===== src/rtl/da_matvec_param_if.sv =====
// Bus bundle for da_matvec_param: start/done handshake, packed sample vector,
// coefficient write port, busy/result outputs and FSM state for debug.
`timescale 1ns/1ps
interface da_matvec_param_if #(
    parameter int N  = 8,
    parameter int XW = 8,
    parameter int CW = 4
);
    localparam int YW = XW + CW + $clog2(N);
    localparam int RW = $clog2(N);

    logic            start;
    logic [N*XW-1:0] x_in;
    logic            coef_we;
    logic [RW-1:0]   coef_row;
    logic [RW-1:0]   coef_col;
    logic [CW-1:0]   coef_data;
    logic            busy;
    logic            done;
    logic [N*YW-1:0] y_out;
    logic [1:0]      dbg_state;

    modport master (
        output start, x_in, coef_we, coef_row, coef_col, coef_data,
        input  busy, done, y_out, dbg_state
    );

    modport slave (
        input  start, x_in, coef_we, coef_row, coef_col, coef_data,
        output busy, done, y_out, dbg_state
    );
endinterface


===== src/rtl/da_matvec_param.sv =====
// Distributed-arithmetic Y = D*X engine, bit-serial over X (LSB first), N channels.
// Optional macro DA_LUTREG_EN adds a register between the partial-sum adder and the accumulators.
`timescale 1ns/1ps
module da_matvec_param #(
    parameter int N  = 8,
    parameter int XW = 8,
    parameter int CW = 4
) (
    input logic             clk,
    input logic             reset,
    da_matvec_param_if.slave bus
);
    localparam int YW = XW + CW + $clog2(N);
    localparam int G  = N / 4;
`ifdef DA_LUTREG_EN
    localparam int LAST = XW;
`else
    localparam int LAST = XW - 1;
`endif
    localparam int CNTW = $clog2(LAST + 1);
    localparam logic [CNTW-1:0] LAST_C = CNTW'(LAST);
    localparam logic [CNTW-1:0] SIGN_J = CNTW'(XW - 1);

    // Handshake: start is sampled only in IDLE/DONE; busy is high for the whole
    // SHIFT phase; done rises with a valid y_out and holds until the next start.
    typedef enum logic [1:0] {
        S_IDLE  = 2'd0,
        S_SHIFT = 2'd1,
        S_DONE  = 2'd2
    } state_t;

    state_t r_state;
    state_t w_state_nxt;

    logic signed [CW-1:0] r_coef [N][N];
    logic [XW-1:0]        r_xsh  [N];
    logic signed [YW-1:0] r_acc  [N];
    logic signed [YW-1:0] r_y    [N];
    logic [CNTW-1:0]      r_cnt;

    logic signed [YW-1:0] w_lut     [N][G][16];
    logic signed [YW-1:0] w_p       [N];
    logic signed [YW-1:0] w_acc_p   [N];
    logic signed [YW-1:0] w_acc_nxt [N];
    logic                 w_acc_en;
    logic [CNTW-1:0]      w_j;
    logic                 w_last;
    logic                 w_launch;

    assign w_last   = (r_cnt == LAST_C);
    assign w_launch = bus.start && ((r_state == S_IDLE) || (r_state == S_DONE));

    always_ff @(posedge clk or negedge reset) begin
        if (!reset) begin
            r_state <= S_IDLE;
        end else begin
            r_state <= w_state_nxt;
        end
    end

    always_comb begin
        w_state_nxt = r_state;
        case (r_state)
            S_IDLE, S_DONE: if (bus.start) w_state_nxt = S_SHIFT;
            S_SHIFT:        if (w_last)    w_state_nxt = S_DONE;
            default:                       w_state_nxt = S_IDLE;
        endcase
    end

    // Partial-sum tables: entry e of group g in row k sums D[k][4g+b] for each set bit b of e.
    always_comb begin
        for (int k = 0; k < N; k++) begin
            for (int g = 0; g < G; g++) begin
                for (int e = 0; e < 16; e++) begin
                    w_lut[k][g][e] = '0;
                    for (int b = 0; b < 4; b++) begin
                        if (e[b]) w_lut[k][g][e] = w_lut[k][g][e] + YW'(r_coef[k][4*g+b]);
                    end
                end
            end
        end
    end

    always_comb begin
        for (int k = 0; k < N; k++) begin
            w_p[k] = '0;
            for (int g = 0; g < G; g++) begin
                w_p[k] = w_p[k] + w_lut[k][g][{r_xsh[4*g+3][0], r_xsh[4*g+2][0],
                                               r_xsh[4*g+1][0], r_xsh[4*g][0]}];
            end
        end
    end

`ifdef DA_LUTREG_EN
    logic signed [YW-1:0] r_p [N];

    always_ff @(posedge clk or negedge reset) begin
        if (!reset) begin
            for (int k = 0; k < N; k++) r_p[k] <= '0;
        end else begin
            for (int k = 0; k < N; k++) r_p[k] <= w_p[k];
        end
    end

    // The first SHIFT cycle only fills r_p, so the accumulator lags the counter by one.
    assign w_acc_en = (r_cnt != '0);
    assign w_j      = r_cnt - CNTW'(1);
    assign w_acc_p  = r_p;
`else
    assign w_acc_en = 1'b1;
    assign w_j      = r_cnt;
    assign w_acc_p  = w_p;
`endif

    // The sign plane carries negative weight in two's complement, hence the subtraction.
    always_comb begin
        for (int k = 0; k < N; k++) begin
            w_acc_nxt[k] = r_acc[k];
            if (w_acc_en) begin
                if (w_j == SIGN_J) w_acc_nxt[k] = r_acc[k] - (w_acc_p[k] <<< w_j);
                else               w_acc_nxt[k] = r_acc[k] + (w_acc_p[k] <<< w_j);
            end
        end
    end

    always_ff @(posedge clk or negedge reset) begin
        if (!reset) begin
            r_cnt <= '0;
            for (int i = 0; i < N; i++) begin
                r_xsh[i] <= '0;
                r_acc[i] <= '0;
                r_y[i]   <= '0;
            end
        end else if (w_launch) begin
            r_cnt <= '0;
            for (int i = 0; i < N; i++) begin
                r_xsh[i] <= bus.x_in[i*XW +: XW];
                r_acc[i] <= '0;
            end
        end else if (r_state == S_SHIFT) begin
            r_cnt <= r_cnt + CNTW'(1);
            for (int i = 0; i < N; i++) begin
                r_xsh[i] <= r_xsh[i] >> 1;
                r_acc[i] <= w_acc_nxt[i];
                if (w_last) r_y[i] <= w_acc_nxt[i];
            end
        end
    end

    // A write coinciding with an accepted start lands on the same edge, before the first plane.
    always_ff @(posedge clk or negedge reset) begin
        if (!reset) begin
            for (int k = 0; k < N; k++) begin
                for (int i = 0; i < N; i++) begin
                    r_coef[k][i] <= (k == i) ? CW'(1) : CW'(0);
                end
            end
        end else if (bus.coef_we && (r_state != S_SHIFT)) begin
            r_coef[bus.coef_row][bus.coef_col] <= bus.coef_data;
        end
    end

    assign bus.busy      = (r_state == S_SHIFT);
    assign bus.done      = (r_state == S_DONE);
    assign bus.dbg_state = r_state;

    always_comb begin
        bus.y_out = '0;
        for (int k = 0; k < N; k++) bus.y_out[k*YW +: YW] = r_y[k];
    end
endmodule


===== src/flat_wrapper.sv =====
// flat-port wrapper written by rule: the top's interface ports become plain ports
module da_matvec_param_flat 
#(
    parameter int N  = 8,
    parameter int XW = 8,
    parameter int CW = 4
)
  (clk, reset, bus_start, bus_x_in, bus_coef_we, bus_coef_row, bus_coef_col, bus_coef_data, bus_busy, bus_done, bus_y_out, bus_dbg_state);
  da_matvec_param_if #(.N(N), .XW(XW), .CW(CW)) bus_i ();
  input logic clk;
  input logic reset;
  input wire logic [$bits(bus_i.start)-1:0] bus_start;
  input wire logic [$bits(bus_i.x_in)-1:0] bus_x_in;
  input wire logic [$bits(bus_i.coef_we)-1:0] bus_coef_we;
  input wire logic [$bits(bus_i.coef_row)-1:0] bus_coef_row;
  input wire logic [$bits(bus_i.coef_col)-1:0] bus_coef_col;
  input wire logic [$bits(bus_i.coef_data)-1:0] bus_coef_data;
  output wire logic [$bits(bus_i.busy)-1:0] bus_busy;
  output wire logic [$bits(bus_i.done)-1:0] bus_done;
  output wire logic [$bits(bus_i.y_out)-1:0] bus_y_out;
  output wire logic [$bits(bus_i.dbg_state)-1:0] bus_dbg_state;
  assign bus_i.start = bus_start;
  assign bus_i.x_in = bus_x_in;
  assign bus_i.coef_we = bus_coef_we;
  assign bus_i.coef_row = bus_coef_row;
  assign bus_i.coef_col = bus_coef_col;
  assign bus_i.coef_data = bus_coef_data;
  assign bus_busy = bus_i.busy;
  assign bus_done = bus_i.done;
  assign bus_y_out = bus_i.y_out;
  assign bus_dbg_state = bus_i.dbg_state;
  da_matvec_param #(.N(N), .XW(XW), .CW(CW)) u_core (.clk(clk), .reset(reset), .bus(bus_i));
endmodule

===== config.mk =====
export PLATFORM = sky130hd
export DESIGN_NAME = da_matvec_param_flat
export DESIGN_NICKNAME = d
export VERILOG_FILES = /design/src/rtl/da_matvec_param_if.sv /design/src/rtl/da_matvec_param.sv /design/src/flat_wrapper.sv
export SDC_FILE = /design/constraint.sdc
export NUM_CORES = 2
export LEC_CHECK = 0
export BUFFER_PORTS_ARGS = -buffer_cell sky130_fd_sc_hd__buf_2
export CORE_MARGIN = 3
export CORE_UTILIZATION = 60
export CTS_CLUSTER_SIZE = 14
export DETAILED_ROUTE_END_ITERATION = 10
export GPL_ROUTABILITY_DRIVEN = 0
export HOLD_SLACK_MARGIN = 0.05
export PLACE_DENSITY = 0.77
export SLEW_MARGIN = 0
export SYNTH_ARGS = -nofsm -noshare
export SYNTH_HDL_FRONTEND = slang
export SYNTH_SLANG_ARGS = --single-unit

===== constraint.sdc =====
create_clock -name clk -period 15.28 [get_ports clk]
set_input_delay 3.82 -clock clk [delete_from_list [all_inputs] [get_ports clk]]
set_output_delay 3.82 -clock clk [all_outputs]
set_load 0.005 [all_outputs]

# Word-level counts from Yosys, hierarchy flattened

Index checks and enable logic that the tools add are counted.

Flip-flop bits (word level): 565
Input bits: 78
Output and inout port bits: 124

Add/sub/neg operators: 201
Magnitude comparators: 6
Equal/unequal tests: 6
Shift operators: 8
Muxes and demuxes: 70
Bitwise gates (word level): 5
Reduce and logical (&&, ||, !) cells: 10

Operators with widths:

| kind                                                        | count |
|---|---|
| binary-select mux 15 bit (select 4 bit)                     | 16 |
| two-way mux 15 bit                                          | 40 |
| adder 4 x 4 -> 5 bit                                        | 96 |
| adder 5 x 4 -> 6 bit                                        | 64 |
| bitwise mux 256 bit                                         | 1 |
| adder 15 bit                                                | 16 |
| adder 15 x 4 -> 15 bit                                      | 16 |
| two-way mux 120 bit                                         | 2 |
| two-way mux 64 bit                                          | 2 |
| <<< shifter 15 x 3 -> 15 bit                                | 8 |
| subtractor 15 bit                                           | 8 |
| demux 32 bit (select 3 bit)                                 | 1 |
| two-way mux 32 bit                                          | 1 |
| demux 4 bit (select 3 bit)                                  | 1 |
| >= comparator 5 bit (second input constant)                 | 2 |
| NOT 4 -> 5 bit                                              | 2 |
| >= comparator 4 bit (second input constant)                 | 2 |
| less-than comparator 4 x 1 -> 1 bit (second input constant) | 2 |
| NOT 3 -> 4 bit                                              | 2 |
| two-way mux 3 bit                                           | 2 |
| logical AND 1 bit                                           | 4 |
| two-way mux 2 bit                                           | 2 |
| two-way mux 4 bit                                           | 1 |
| != test 2 x 1 -> 1 bit (second input constant)              | 2 |
| 13 further kinds                                            | 13 |

# Depth between registers and ports, before layout

Depth in word-level cells: 12
Gate-level depth with buffers: 40
Gate-level depth less buffers: 40

# Least setup slack after synthesis

Ideal clock, no wire load.

Path kind: reg2reg
Start: reg u_core.r_coef[40] in the netlist's numbering
End: reg u_core.r_acc[29] in the netlist's numbering
Arrival: 7.521 ns
Path slack: 7.676 ns
Cell stages (with the launch flop): 36
Path buffers: 0
Clock period less this slack: 7.604 ns
Cell sequence: dfrtp_1 -> ha_1 -> fa_1 -> fa_1 -> inv_1 -> fa_1 -> inv_1 -> a21oi_1 -> o21bai_1 -> a21oi_1 -> nor2b_1 -> nor2_1 -> fa_1 -> a21oi_1 -> o21ai_0 -> a21oi_1 -> ha_1 -> a2111oi_0 -> o21ai_1 -> a41oi_1 -> xor2_1 -> mux2i_1 -> a21o_1 -> a21oi_1 -> and4_1 -> nor2_1 -> xnor2_1 -> ha_1 -> or3_1 -> o21ai_0 -> a21oi_1 -> a31o_2 -> xnor2_1 -> xor2_1 -> a21oi_1 -> o22ai_1

Cells in the longest elaborated chain, start to end: 12

RTL lines:

| item                                                     | line                                           | source |
|---|---|---|
| start: declaration                                       | da_matvec_param.sv:35                          | `logic signed [CW-1:0] r_coef [N][N];` |
| start signal: indexed assignment                         | da_matvec_param.sv:155                         | `r_coef[k][i] <= (k == i) ? CW'(1) : CW'(0);` |
| start signal: indexed assignment                         | da_matvec_param.sv:159                         | `r_coef[bus.coef_row][bus.coef_col] <= bus.coef_data;` |
| adder 4 x 4 -> 5 bit                                     | da_matvec_param.sv:77                          | `if (e[b]) w_lut[k][g][e] = w_lut[k][g][e] + YW'(r_coef[k][4*g+b]);` |
| adder 5 x 4 -> 6 bit                                     | da_matvec_param.sv:77                          |  |
| adder 15 x 4 -> 15 bit                                   | da_matvec_param.sv:77                          |  |
| binary-select mux 15 bit (select 4 bit) *                | da_matvec_param.sv:88                          | `w_p[k] = w_p[k] + w_lut[k][g][{r_xsh[4*g+3][0], r_xsh[4*g+2][0],` |
| two-way mux 15 bit (implied by the code) * (2 in a row)  | da_matvec_param.sv:88                          |  |
| adder 15 bit *                                           | da_matvec_param.sv:88                          |  |
| <<< shifter 15 x 3 -> 15 bit *                           | da_matvec_param.sv:120, da_matvec_param.sv:121 |  |
| adder 15 bit / subtractor 15 bit (equally long branches) | da_matvec_param.sv:121, da_matvec_param.sv:120 |  |
| two-way mux 15 bit *                                     | da_matvec_param.sv:120                         | `if (w_j == SIGN_J) w_acc_nxt[k] = r_acc[k] - (w_acc_p[k] <<< w_j);` |
| two-way mux 120 bit *                                    | da_matvec_param.sv:140                         | `end else if (r_state == S_SHIFT) begin` |
| two-way mux 120 bit *                                    | da_matvec_param.sv:134                         | `end else if (w_launch) begin` |
| end signal: indexed assignment                           | da_matvec_param.sv:144                         | `r_acc[i] <= w_acc_nxt[i];` |
| end: declaration                                         | da_matvec_param.sv:37                          | `logic signed [YW-1:0] r_acc [N];` |

Every way passes the cells marked *; elsewhere a longest branch is shown, timed or not. The select of a mux whose other input is x is not followed.
A chain may end at the register's enable or synchronous reset.

# Worst setup path in the final report

Ends and elaborated chain as after synthesis.

==> results list <==
* Largest incremental delay on the critical path: 0.76 ns
- Maximum capacitance violations: 0
- Entering global routing, the biggest net connects 157 pins.
- In the final design database the tool counted 10100 nets.
- Of the available clock period, the critical path in the final layout requires 0.582.
- Worst-case register-to-register setup slack: 6.38 ns
* Initial cell density of the core: 0.608
- Number of buffers and inverters on the critical path: 2
* Most used cell along the critical path: a21oi_1
- For this run, the total global-route usage over all layers was measured as 0.355.
* Critical path startpoint category: register
- For the pin with the worst max-slew slack, the measured transition is 1.27 ns.
- The number of global-route vias before repair was 69200.
- Category of the worst setup path capture point: register
- Summed over all layers, the global routing overflow is 0.
- In the synthesized netlist the dominant register cell turns out to be dfrtp_1.
- Maximum clock frequency: 112 MHz
- Number of endpoints failing setup at the final stage: 0
- Dividing the detail-routed wire length by the instance count gives 23.2 µm.
- The initial antenna violation count is 15.
- Horizontal extent of the die: 367 µm
- # rows: 131
- Worst setup path class: reg2reg
- Slowest stage cell on the critical path: a2111oi_0
- The cell family contributing the most delay on the critical path is compound AO/OA/AOI/OAI gates.
* Ranking of synthesized cells by area: dfrtp_1 (18%), ha_1 (17%), mux4_2 (6.9%)
- Die Ht: 367 µm
* Most frequent cells after synthesis: ha_1 (1034), nand2_1 (792), a21oi_1 (789), o21ai_0 (627), dfrtp_1 (557)
- Including well taps, the total number of placed cells is 10400.
- TritonCTS built the clock tree.
- Share of cells above drive strength 1: 0.119
* Outcome: complete, no violations
- RSZ-0062 raised after global routing: false
- Largest area contributor in the synthesized netlist: dfrtp_1
- Final Routed Wirelength: 245000 µm
- Die ar.: 0.134 mm²
- The average instance in the mapped netlist occupies 8.87 µm².
- Level count of the clock H-tree: 3
- Setup Skew: 0.0421 ns
- In this run the most critical hold path is launched from u_core.bus.y_out[7]$_DFFE_PN0P_.
- Launching point of the worst reg2reg path: u_core.r_coef[40]$_DFFE_PN0P_
* Top Ports: 202
* CTS Root Cell: clkbuf_16
- DRC marker count from the first detailed-route iteration: 8494
* Worst-skew pair later-pin latency: 0.70 ns
- Pins Over Slew Limit: 0
- The clock passes through at most 3 buffers.
- Top-count cell post-synth: ha_1
* Vias after detailed routing: 71200
- Final TNS setup: 0 ns
- The detail route stage leaves a number of antenna-violating nets equal to 0.
- The synthesized design contains 565 register bits.
* Mapped Area: 0.0780 mm²
- Detailed-router iteration count before antenna repair: 7
* Setup Fix Bufs, Post-CTS: 0
- The number of different library cells used by synthesis comes to 121.
* Destination of the worst hold path: u_core.bus.y_out[7]$_DFFE_PN0P_
* Half-perimeter wire length after placement: 184000 µm
* Proportion of synthesized chip area in sequential cells: 0.181
- The worst pin sits at a relative slew slack of 0.150.
* Synth Instances: 8794
- Dividing the detail-routed via count by the number of cells gives 6.76.
* Number of gates resized after CTS: 0
- Data on the critical path arrives at its endpoint at 9.52 ns.
* Number of DRC violations after detailed routing: 0
- Counting the buffers created by CTS gives 69.
- When the netlist entered floorplanning its net count stood at 10100.
* Clock-pin slew reported for the worst setup and hold paths after clock tree synthesis: 0.07 ns
- Critical Path RT: 15.90 ns
* Ys Warns: 0
* Port buffer count: 201
- For this run, the share of the core covered by cells in the final layout is 0.645.
- Once layout is complete, the cells apart from fillers number 10500.
* First-pass GRT wire length: 385000 µm
* Worst Hold Path Cells: 2
- Class of the tightest hold or removal check: reg2reg
- Hold Buf Count CTS: 0
- Number of synthesized flops with an enable pin: 0
- Measured in cells, the most critical reg-to-reg path has a length of 35.
* Core region area: 0.128 mm²
* Final Hold Viols: 0
- In the synthesized netlist the async set-or-reset flop fraction comes to 1.00.
- RR Endpoint: u_core.r_acc[29]$_DFFE_PN0P_
- Subtracting the final worst setup slack from the clock period gives 8.90 ns.
- Proportion of netlist area held by the largest area contributor: 0.179
- In this run the worst path has a maximum fanout of 5.
- Area growth syn-to-layout: 6.07%
- CTS saw 565 sinks.
## worst max path at each step
| stage | to | start | depth (start not counted) | slack (ns) |
|---|---|---|---|---|
| 2_1_floorplan | u_core.r_acc[29]$_DFFE_PN0P_ | u_core.r_coef[40]$_DFFE_PN0P_ | 35 | 7.68 |
| 3_3_place_gp | u_core.r_acc[29]$_DFFE_PN0P_ | u_core.r_coef[40]$_DFFE_PN0P_ | 35 | 6.83 |
| 3_5_place_dp | u_core.r_acc[29]$_DFFE_PN0P_ | u_core.r_coef[44]$_DFFE_PN0P_ | 35 | 6.63 |
| 4_1_cts | u_core.r_acc[29]$_DFFE_PN0P_ | u_core.r_coef[44]$_DFFE_PN0P_ | 35 | 6.58 |
| 5_1_grt | u_core.r_acc[29]$_DFFE_PN0P_ | u_core.r_coef[44]$_DFFE_PN0P_ | 35 | 5.70 |
| 6_report | u_core.r_acc[29]$_DFFE_PN0P_ | u_core.r_coef[40]$_DFFE_PN0P_ | 35 | 6.38 |
## worst reg2reg max path, delay by kind of cell, from the launching register on
kind	cells	cell delay (ns)
flops	1	0.43
xor+xnor	4	0.94
compound gates	16	3.30
mux	1	0.17
buf+inv	2	0.17
simple gates	5	0.87
fa+ha+maj	7	2.98
## layout by cell type, fill, tap and decap left out, drive strengths merged, types with 26 or more instances in the layout
cell type  count
nor3b         44
nor2         480
o221ai        26
o21bai        99
or2           29
clkbuf        84
a31oi         60
nor3          80
a2111oi       26
mux4         238
buf          270
a21o         333
o21ai        698
nor2b        168
o22ai         63
nand3         64
o21a          47
a311oi        27
nand2        792
a21oi        791
o31ai         50
dfrtp        557
a211oi       174
or3           39
and3          32
inv          454
ha          1034
fa           222
o211ai        89
mux2         299
a22o          36
nand2b       107
a21boi        32
a22oi         80
xnor2        418
mux2i        123
xor2         284
## metrics by stage
stage               hold slack, ns  area (µm²)  worst slack (ns)
floorplan                    0.446       78000              7.68
global placement             0.456       80200              6.83
detailed placement           0.463       80200              6.63
CTS                          0.478       82800              6.58
global route                 0.496       82800              5.70
finish                       0.474       82800              6.38
## layer usage
metal / wire length (µm) / share of wire / track usage / vias to the layer above
met4: 13400 / 0.055 / 0.177 / 8
li1: - / - / - / 32300
met2: 105000 / 0.43 / 0.539 / 3822
met1: 98700 / 0.40 / 0.476 / 34300
met3: 27000 / 0.11 / 0.0802 / 787
met5: 54 / 0.00022 / 0.00107 / -
## cells by family after synthesis
kind of cell,count (synthesis),synth area share
AO/OA/AOI/OAI,2829,0.231
AND/OR/NAND/NOR,1932,0.115
adder cells (fa/ha/maj),1256,0.223
buffers and inverters,848,0.0434
XOR/XNOR,704,0.0795
multiplexers,660,0.128
flip-flops,565,0.181
## sequential cells by signal, indices dropped and copies added (netlist names)
register              count
u_core.bus.dbg_state      2
u_core.bus.y_out        120
u_core.r_acc            120
u_core.r_cnt              3
u_core.r_coef           256
u_core.r_xsh             64
## layout make-up
cell class	count	area, µm²
Multi-Input combinational cell	7381	60600
Antenna cell	11	27.5
Timing Repair Buffer	270	1570
Fill cell	10500	45600
Inverter	452	1700
Tap cell	1729	2160
Sequential cell	565	14200
Clock inverter	41	678
Clock buffer	84	1870
Power is left out: the tool's default activity adds up to more than one toggle a clock period on the data nets, which glitch-free logic cannot reach.
